[config.mk]
export PLATFORM = sky130hd
export DESIGN_NAME = reg_file_mp
export DESIGN_NICKNAME = d
export VERILOG_FILES = /design/src/rtl/reg_file_mp.sv
export SDC_FILE = /design/constraint.sdc
export NUM_CORES = 1
export LEC_CHECK = 0
export ABC_CLOCK_PERIOD_IN_PS = 3500
export CORE_ASPECT_RATIO = 0.8
export CORE_MARGIN = 1.5
export CORE_UTILIZATION = 45
export CTS_CLUSTER_SIZE = 8
export DETAILED_ROUTE_END_ITERATION = 8
export PLACE_DENSITY_LB_ADDON = 0.1
export SYNTH_ARGS = -nofsm -noshare
export SYNTH_HDL_FRONTEND = slang
export SYNTH_SLANG_ARGS = --single-unit
[constraint.sdc]
create_clock -name clk -period 3.5 [get_ports clk]
set_clock_uncertainty 0.05 [all_clocks]
set_input_delay 0.525 -clock clk [delete_from_list [all_inputs] [get_ports clk]]
set_output_delay 0.525 -clock clk [all_outputs]
set_load 0.005 [all_outputs]
[src/rtl/reg_file_mp.sv]
// Register file with one write port and two registered read ports.
// Write-first bypass, optional hardwired zero register, and a counter-driven zeroing pass after reset.
//
// state  | meaning
// S_INIT | clearing mem[cnt] each cycle, ports ignored, ready=0
// S_RUN  | ready=1, reads and writes accepted every cycle
module reg_file_mp #(
  parameter int DATA_W   = 32,
  parameter int DEPTH    = 32,
  parameter int ADDR_W   = $clog2(DEPTH),
  parameter bit ZERO_REG = 1'b1
) (
  input  logic              clk,
  input  logic              rst,
  output logic              ready,
  input  logic              rd_en,
  input  logic [ADDR_W-1:0] ra1,
  input  logic [ADDR_W-1:0] ra2,
  output logic [DATA_W-1:0] rd1,
  output logic [DATA_W-1:0] rd2,
  output logic              rd_valid,
  input  logic              we,
  input  logic [ADDR_W-1:0] wa,
  input  logic [DATA_W-1:0] wd
);

  // Array is sized to the full address space so every index is legal;
  // entries at or above DEPTH are never written and never read back.
  localparam int                MEM_N   = 1 << ADDR_W;
  localparam logic [ADDR_W:0]   DEPTH_X = (ADDR_W+1)'(DEPTH);
  localparam logic [ADDR_W-1:0] LAST    = ADDR_W'(DEPTH - 1);

  typedef enum logic {
    S_INIT = 1'b0,
    S_RUN  = 1'b1
  } state_t;

  state_t            state_q, state_d;
  logic [ADDR_W-1:0] cnt_q, cnt_d;
  logic [DATA_W-1:0] rd1_q, rd1_d;
  logic [DATA_W-1:0] rd2_q, rd2_d;
  logic              rd_valid_q, rd_valid_d;

  logic [DATA_W-1:0] mem_q [MEM_N];
  logic              mem_we;
  logic [ADDR_W-1:0] mem_wa;
  logic [DATA_W-1:0] mem_wd;

  logic wa_drop, ra1_zero, ra2_zero;
  logic wr_ok, rd_acc;

  assign wa_drop  = (ZERO_REG && (wa  == '0)) || ({1'b0, wa}  >= DEPTH_X);
  assign ra1_zero = (ZERO_REG && (ra1 == '0)) || ({1'b0, ra1} >= DEPTH_X);
  assign ra2_zero = (ZERO_REG && (ra2 == '0)) || ({1'b0, ra2} >= DEPTH_X);

  always_comb begin
    state_d    = state_q;
    cnt_d      = cnt_q;
    rd1_d      = rd1_q;
    rd2_d      = rd2_q;
    rd_valid_d = 1'b0;
    mem_we     = 1'b0;
    mem_wa     = wa;
    mem_wd     = wd;
    wr_ok      = 1'b0;
    rd_acc     = 1'b0;

    case (state_q)
      S_INIT: begin
        mem_we = 1'b1;
        mem_wa = cnt_q;
        mem_wd = '0;
        cnt_d  = cnt_q + ADDR_W'(1);
        if (cnt_q == LAST) state_d = S_RUN;
      end
      S_RUN: begin
        wr_ok  = we && !wa_drop;
        mem_we = wr_ok;
        rd_acc = rd_en;
      end
      default: state_d = S_INIT;
    endcase

    if (rd_acc) begin
      rd_valid_d = 1'b1;
      if (ra1_zero)                  rd1_d = '0;
      else if (wr_ok && (wa == ra1)) rd1_d = wd;
      else                           rd1_d = mem_q[ra1];
      if (ra2_zero)                  rd2_d = '0;
      else if (wr_ok && (wa == ra2)) rd2_d = wd;
      else                           rd2_d = mem_q[ra2];
    end
  end

  always_ff @(posedge clk or negedge rst) begin
    if (!rst) begin
      state_q    <= S_INIT;
      cnt_q      <= '0;
      rd1_q      <= '0;
      rd2_q      <= '0;
      rd_valid_q <= 1'b0;
    end else begin
      state_q    <= state_d;
      cnt_q      <= cnt_d;
      rd1_q      <= rd1_d;
      rd2_q      <= rd2_d;
      rd_valid_q <= rd_valid_d;
    end
  end

  // Storage carries no reset; the INIT pass establishes its contents.
  always_ff @(posedge clk) begin
    if (mem_we) mem_q[mem_wa] <= mem_wd;
  end

  assign ready    = (state_q == S_RUN);
  assign rd1      = rd1_q;
  assign rd2      = rd2_q;
  assign rd_valid = rd_valid_q;

endmodule

==> results of run 1 <==
[area by class of cell]
cell class | instances | area [um^2] | share of cell area [%]
Antenna cell | 1 | 2.502 | 0.004244
Multi-Input combinational cell | 1136 | 16220 | 27.52
Clock inverter | 8 | 120.1 | 0.2037
Inverter | 2 | 7.507 | 0.01273
Tap cell | 1430 | 1789 | 3.035
Sequential cell | 1095 | 32530 | 55.17
Timing Repair Buffer | 332 | 3826 | 6.490
Clock buffer | 276 | 4461 | 7.566
[logic make-up (layout without fill, tap and decap cells)]
kind of cell / count (synthesis) / in the layout / share of synthesized area [%]
compound gates: 327 / 327 / 5.142
mux: 520 / 520 / 23.59
buf+inv: 214 / 618 / 1.851
flops: 1095 / 1095 / 65.91
xor+xnor: 13 / 13 / 0.2307
simple gates: 274 / 274 / 3.220
other cells: 0 / 1 / 0
fa+ha+maj: 2 / 2 / 0.05070
[layout by cell type (no fill, tap or decap), types with 4 or more instances in the layout]
| master | count |
|---|---|
| sky130_fd_sc_hd__a211oi_1 | 62 |
| sky130_fd_sc_hd__a221o_1 | 63 |
| sky130_fd_sc_hd__and2_1 | 63 |
| sky130_fd_sc_hd__buf_12 | 82 |
| sky130_fd_sc_hd__buf_4 | 135 |
| sky130_fd_sc_hd__buf_8 | 4 |
| sky130_fd_sc_hd__clkbuf_1 | 115 |
| sky130_fd_sc_hd__clkbuf_16 | 161 |
| sky130_fd_sc_hd__clkdlybuf4s50_1 | 110 |
| sky130_fd_sc_hd__clkinv_8 | 4 |
| sky130_fd_sc_hd__dfrtp_1 | 70 |
| sky130_fd_sc_hd__edfxtp_1 | 1024 |
| sky130_fd_sc_hd__mux2_2 | 4 |
| sky130_fd_sc_hd__mux4_2 | 514 |
| sky130_fd_sc_hd__nand2_1 | 12 |
| sky130_fd_sc_hd__nand3b_1 | 5 |
| sky130_fd_sc_hd__nor2_1 | 6 |
| sky130_fd_sc_hd__nor2_4 | 33 |
| sky130_fd_sc_hd__nor2b_1 | 64 |
| sky130_fd_sc_hd__nor3_1 | 5 |
| sky130_fd_sc_hd__nor4_1 | 63 |
| sky130_fd_sc_hd__o221ai_1 | 31 |
| sky130_fd_sc_hd__o22a_1 | 31 |
| sky130_fd_sc_hd__o22ai_1 | 126 |
| sky130_fd_sc_hd__o31ai_1 | 4 |
| sky130_fd_sc_hd__xnor2_1 | 11 |
[worst min-delay path by stage]
| stage | end | slack (ns) | depth (start not counted) |
|---|---|---|---|
| 4_1_cts | rd2[2]$_DFFE_PN0P_ | 0.32 | 2 |
| 2_1_floorplan | cnt_q[0]$_DFFE_PN0N_ | 0.18 | 0 |
| 3_3_place_gp | rd2[7]$_DFFE_PN0P_ | 0.45 | 1 |
| 5_1_grt | rd2[2]$_DFFE_PN0P_ | 0.37 | 2 |
| 6_report | rd1[3]$_DFFE_PN0P_ | 0.36 | 2 |
| 3_5_place_dp | rd2[4]$_DFFE_PN0P_ | 0.46 | 1 |
[cell usage after synthesis, drive strengths merged (11+ instances only)]
master,count,area share (%)
buf,86,0.88
o221ai,31,0.55
edfxtp,1024,62
nor2,39,0.30
xnor2,11,0.20
nor4,63,0.80
a211oi,62,0.94
o22ai,126,1.6
nor2b,65,0.82
nand2,16,0.12
clkbuf,126,0.96
a221o,63,1.3
mux4,514,23
dfrtp,71,3.6
o22a,31,0.55
and2,63,0.80
[per-layer routing]
metal / global-route usage, % / wire length, um / up-vias
met5: 0 / 0 / -
met1: 40.52 / 64240 / 15887
li1: - / - / 11397
met2: 45.16 / 75360 / 1493
met4: 9.874 / 4983 / 0
met3: 6.065 / 14130 / 291
[flip-flops by register name, indices dropped and copies added, names as in the netlist]
signal    cells
rd_valid      1
mem_q      1024
rd1          32
cnt_q         5
ready         1
rd2          32
[power by group]
group | switching [W] | leakage [nW] | internal [W]
Sequential | 0.000120 | 10.1 | 0.0145
Clock | 0.00554 | 2.17 | 0.00861
Combinational | 0.00138 | 6.35 | 0.00119
[stage by stage]
step | instance area, um^2 | setup slack [ns] | utilization, %
after global routing | 58960 | 0.04540 | 54.26
after global placement | 54360 | 0.03789 | 50.04
after detailed placement | 54360 | -0.009808 | 50.04
final | 58960 | 0.1146 | 54.27
after floorplan | 49350 | 0.3670 | -
after CTS | 58960 | 0.07832 | 54.26
[timing repair]
action / in CTS / in global routing
hold buffers: 1 / 0
setup endpoints to repair: 0 / 0
endpoints found under the hold margin: 31 / 0
==> run summary, run 1 <==
## Finish
- **Net count, final** 2775
- **area delta synth->final** 19.48%
- **fillcell total** 8393
- **ratio of cells with drive above 1 in the final layout** 33.73%
- **Final Instance Count excl. Fillers** 4280

## Yosys
- **fraction of registers with async set or reset after synthesis** 6.484%
- **post-synthesis instance total** 2445
- **combined area of all synthesized cells** 49350 um^2
- **Seq cells post-synth** 1095
- **sequential element share of the synthesized area** 65.91%
- **Synth Area per Inst** 20.18 um^2
- **number of enable-type register cells in the synthesized netlist** 1024
- **yosys warns** 0
- **commonest register cell after synthesis** sky130_fd_sc_hd__edfxtp_1
- **synthesized netlist net count** 2498
- **count of distinct cell types in the synthesized netlist** 46

## Clocking
- **post_cts resized** 0
- **CTS tree** yes
- **clock edge transition at the registers on the reported setup and hold paths** 0.05 ns
- **cts bufs inserted** 155
- **worst-skew pair later-pin latency** 0.77 ns
- **number of buffers added for setup after CTS** 0
- **number of sinks handled by clock tree synthesis** 1095
- **Bufs on Longest Clock Path** 3
- **cell chosen for the clock root** sky130_fd_sc_hd__clkbuf_16
- **Clock H-tree levels** 4

## Worst setup path
- **slack of the worst reg-to-reg path** 0.60 ns
- **launching point of the worst reg2reg path** ready$_DFF_PN0_
- **delay contributed by the slowest stage of the critical path** 0.72 ns
- **number of cells on the critical path** 2
- **startpoint type of the worst setup path** flip-flop
- **worst setup path end** ready
- **required arrival time at the worst endpoint** 2.92 ns
- **sequence of cells on the critical path** buf_4 > clkdlybuf4s50_1
- **crit path buf inv count** 2
- **maximum fanout count along the critical path** 34
- **Critical path origin** ready$_DFF_PN0_
- **reg-to-reg endpoint** mem_q[15][21]$_DFFE_PP_
- **kind of cell adding the most delay to the critical path** buffers and inverters
- **WP data arrival** 2.81 ns
- **cell count of the worst reg-to-reg path** 2
- **CP max-delay cell** sky130_fd_sc_hd__dfrtp_2
- **nature of the critical path endpoint** output pin
- **critical path class** flip-flop to output pin

## Flow run
- **Max Cap Viol** 0

## Floorplanning
- **IO Pins** 117
- **cell row count** 108
- **starting density of the core** 45.42%
- **floorplan die width** 373.2 um
- **core outline area** 108600 um^2
- **Die Area** 111700 um^2
- **Die Span Y** 299.2 um

## Timing
- **part of the cycle the worst path needs** 96.73%
- **minimum clock period** 3.385 ns
- **final hold vios** 0
- **Rel. slew slack** 18.61%
- **number of pins with negative max-slew slack in the final report** 0
- **total negative setup slack** 0 ns
- **Slew @ Worst Pin** 1.221 ns
- **total of endpoints with negative setup slack in the final report** 0
- **maximum frequency from static timing analysis** 295.4 MHz
- **post-route worst hold slack** 0.3626 ns
- **setup repair after global routing missed its margin** no

## GRT
- **leftover overflow at the end of global routing** 0
- **global router's overall resource usage** 28.80%
- **wire length of the first global-routing pass** 225000 um
- **maximum number of pins on one net before global-route repair** 69
- **number of antenna violations at the first check in global routing** 0
- **via count of the first global-routing pass** 29947

## Route
- **routed wirelength normalized by instance count** 37.08 um
- **number of antenna-violating nets in the routed design** 0
- **first-pass iteration count of the detailed router** 5
- **Detailed Route WL** 158700 um
- **DR DRC count** 0
- **Vias** 29068
- **via/cell ratio** 6.792
- **initial DRC count** 3878

## Worst hold path
- **path category of the worst min-delay check** input pin to asynchronous set/reset pin

## Power and ir drop
- **Leakage** 18.60 nW
- **IR drop worst, VDD** 501.8 uV
- **PD cells** 531.4 nW/um^2
- **Overall Power** 0.03133 W

## Outcome
- **outcome** finished, final reports clean

## Place
- **count of buffers inserted at the top-level ports** 116
- **estimated wirelength of the detail-placed design** 94050 um
- **Placed Instances** 3994
- **final estimated routing congestion in global placement** 0.8113

Power figures use the tool's default switching activity.
==> run 2: changes to the inputs <==
Settings changed: ABC_CLOCK_PERIOD_IN_PS 3500 to 3700, CORE_MARGIN 1.5 to 2.
Clock period 3.5 ns to 3.7 ns, I/O delays scaled along.
==> run summary, run 2 (synthesis gave the netlist of run 1 again) <==
## Power and ir drop
- **PD cells** 508.1 nW/um^2
- **Leakage** 18.26 nW
- **IR drop worst, VDD** 491.7 uV

## Flow run
- **Max Cap Viol** 0

## Clocking
- **worst-skew pair later-pin latency** 0.77 ns
- **cell chosen for the clock root** sky130_fd_sc_hd__clkbuf_16
- **cts bufs inserted** 155
- **number of sinks handled by clock tree synthesis** 1095
- **clock edge transition at the registers on the reported setup and hold paths** 0.05 ns
- **post_cts resized** 0
- **CTS tree** yes
- **number of buffers added for setup after CTS** 0
- **Clock H-tree levels** 4
- **Bufs on Longest Clock Path** 3

## Worst setup path
- **maximum fanout count along the critical path** 24
- **cell count of the worst reg-to-reg path** 4
- **required arrival time at the worst endpoint** 3.09 ns
- **startpoint type of the worst setup path** flip-flop
- **WP data arrival** 2.61 ns
- **CP max-delay cell** sky130_fd_sc_hd__dfrtp_2
- **critical path class** flip-flop to output pin
- **delay contributed by the slowest stage of the critical path** 0.71 ns
- **sequence of cells on the critical path** buf_4 > clkdlybuf4s50_1
- **nature of the critical path endpoint** output pin

## Timing
- **total negative setup slack** 0 ns
- **number of pins with negative max-slew slack in the final report** 0
- **minimum clock period** 3.216 ns
- **total of endpoints with negative setup slack in the final report** 0
- **maximum frequency from static timing analysis** 311.0 MHz
- **Rel. slew slack** 15.92%
- **Slew @ Worst Pin** 1.257 ns
- **final hold vios** 0
- **slack of the critical path** 0.4843 ns
- **setup repair after global routing missed its margin** no
- **part of the cycle the worst path needs** 86.91%

## Finish
- **Net count, final** 2726
- **Largest register FFs** 1024
- **most common cell after layout, fill and taps aside** sky130_fd_sc_hd__edfxtp_1
- **area delta synth->final** 17.93%
- **commonest cells after routing, fill and taps aside** sky130_fd_sc_hd__edfxtp_1, sky130_fd_sc_hd__mux4_2, sky130_fd_sc_hd__clkbuf_16, sky130_fd_sc_hd__o22ai_1, sky130_fd_sc_hd__buf_4
- **Final Util** 53.56%
- **ratio of cells with drive above 1 in the final layout** 32.71%
- **Most flops, register** mem_q

## Floorplanning
- **starting density of the core** 45.42%
- **Die Area** 112300 um^2
- **floorplan die width** 374.2 um
- **core outline area** 108600 um^2
- **cell row count** 108
- **IO Pins** 117
- **Die Span Y** 300.2 um

## Route
- **DR DRC count** 0
- **routed wirelength normalized by instance count** 37.73 um
- **number of antenna-violating nets in the routed design** 0
- **Detailed Route WL** 159300 um
- **via/cell ratio** 6.818
- **Vias** 28784
- **initial DRC count** 3473
- **first-pass iteration count of the detailed router** 5

## Place
- **final estimated routing congestion in global placement** 0.8201
- **worst slack at placement** -0.1288 ns
- **count of buffers inserted at the top-level ports** 116
- **estimated wirelength of the detail-placed design** 91440 um

## Worst hold path
- **path category of the worst min-delay check** input pin to asynchronous set/reset pin

## GRT
- **global router's overall resource usage** 28.81%
- **maximum number of pins on one net before global-route repair** 66
- **number of antenna violations at the first check in global routing** 1
- **via count of the first global-routing pass** 30015
- **leftover overflow at the end of global routing** 0
- **wire length of the first global-routing pass** 225500 um

## Outcome
- **outcome** finished, final reports clean

==> run 2: cell count changes in the layout (fill, tap and decap cells not counted) <==
cell                         delta
sky130_fd_sc_hd__clkinv_1       +1
sky130_fd_sc_hd__clkinvlp_4     -1
sky130_fd_sc_hd__buf_12        -31
sky130_fd_sc_hd__inv_6          +2
sky130_fd_sc_hd__clkinv_8       -2
sky130_fd_sc_hd__clkbuf_1      -11
sky130_fd_sc_hd__buf_4         -18
sky130_fd_sc_hd__clkbuf_16      +2
==> run 2: what timing repair did <==
item / CTS / global route
hold buffers: 1 / 0
setup endpoints to repair: 0 / 0
endpoints found under the hold margin: 30 / 0
==> run 2: layout make-up <==
type	instances	area [um^2]
repair buffers	283	3070
flip-flops and latches	1095	32530
fillers	8441	50450
multi-input cells	1136	16220
clock inverters	8	101.3
clock buffers	267	4469
well taps	1430	1789
diodes	1	2.502
inverters	2	7.507
==> run 2: metrics by stage <==
step | instances | hold WS, ns | cell area [um^2] | power (W)
floorplan | 2445 | 0.2094 | 49350 | 0.01532
global placement | 3945 | 0.4497 | 53610 | 0.01639
detailed placement | 3945 | 0.4511 | 53610 | 0.01641
CTS | 4221 | 0.2782 | 58190 | 0.02980
global route | 4221 | 0.3260 | 58190 | 0.03047
finish | 4222 | 0.2914 | 58190 | 0.02957
==> run 2: layer usage <==
layer / share of wire, % / vias to the layer above / global-route usage, %
li1: - / 11276 / -
met2: 49 / 1484 / 47.20
met5: 0.033 / - / 0
met4: 3.7 / 2 / 10.58
met1: 39 / 15688 / 38.90
met3: 7.9 / 334 / 5.400
==> run 2: power breakdown <==
part / internal [W] / switching, W / total [W]
clock network: 0.00818 / 0.00522 / 0.0134
registers: 0.0137 / 0.0000984 / 0.0138
logic: 0.00107 / 0.00130 / 0.00237
total: 0.0230 / 0.00662 / 0.0296
==> run 2: worst max-delay path: cells and delay by family, from the launching register on <==
family | cells | cell delay [ns]
buf+inv | 2 | 1.11
flops | 1 | 0.71
==> run 2: final timing paths <==
kind	startpoint	slack [ns]	endpoint
worst max register to register	ready$_DFF_PN0_	0.64	mem_q[27][3]$_DFFE_PP_
worst min register to register	rd2[11]$_DFFE_PN0P_	0.46	rd2[11]$_DFFE_PN0P_
max in group asynchronous	rst	2.58	rd2[20]$_DFFE_PN0P_
min in group clk	wd[9]	0.42	rd2[9]$_DFFE_PN0P_
worst min-delay path	rst	0.29	rd1[1]$_DFFE_PN0P_
worst max-delay path	ready$_DFF_PN0_	0.48	ready
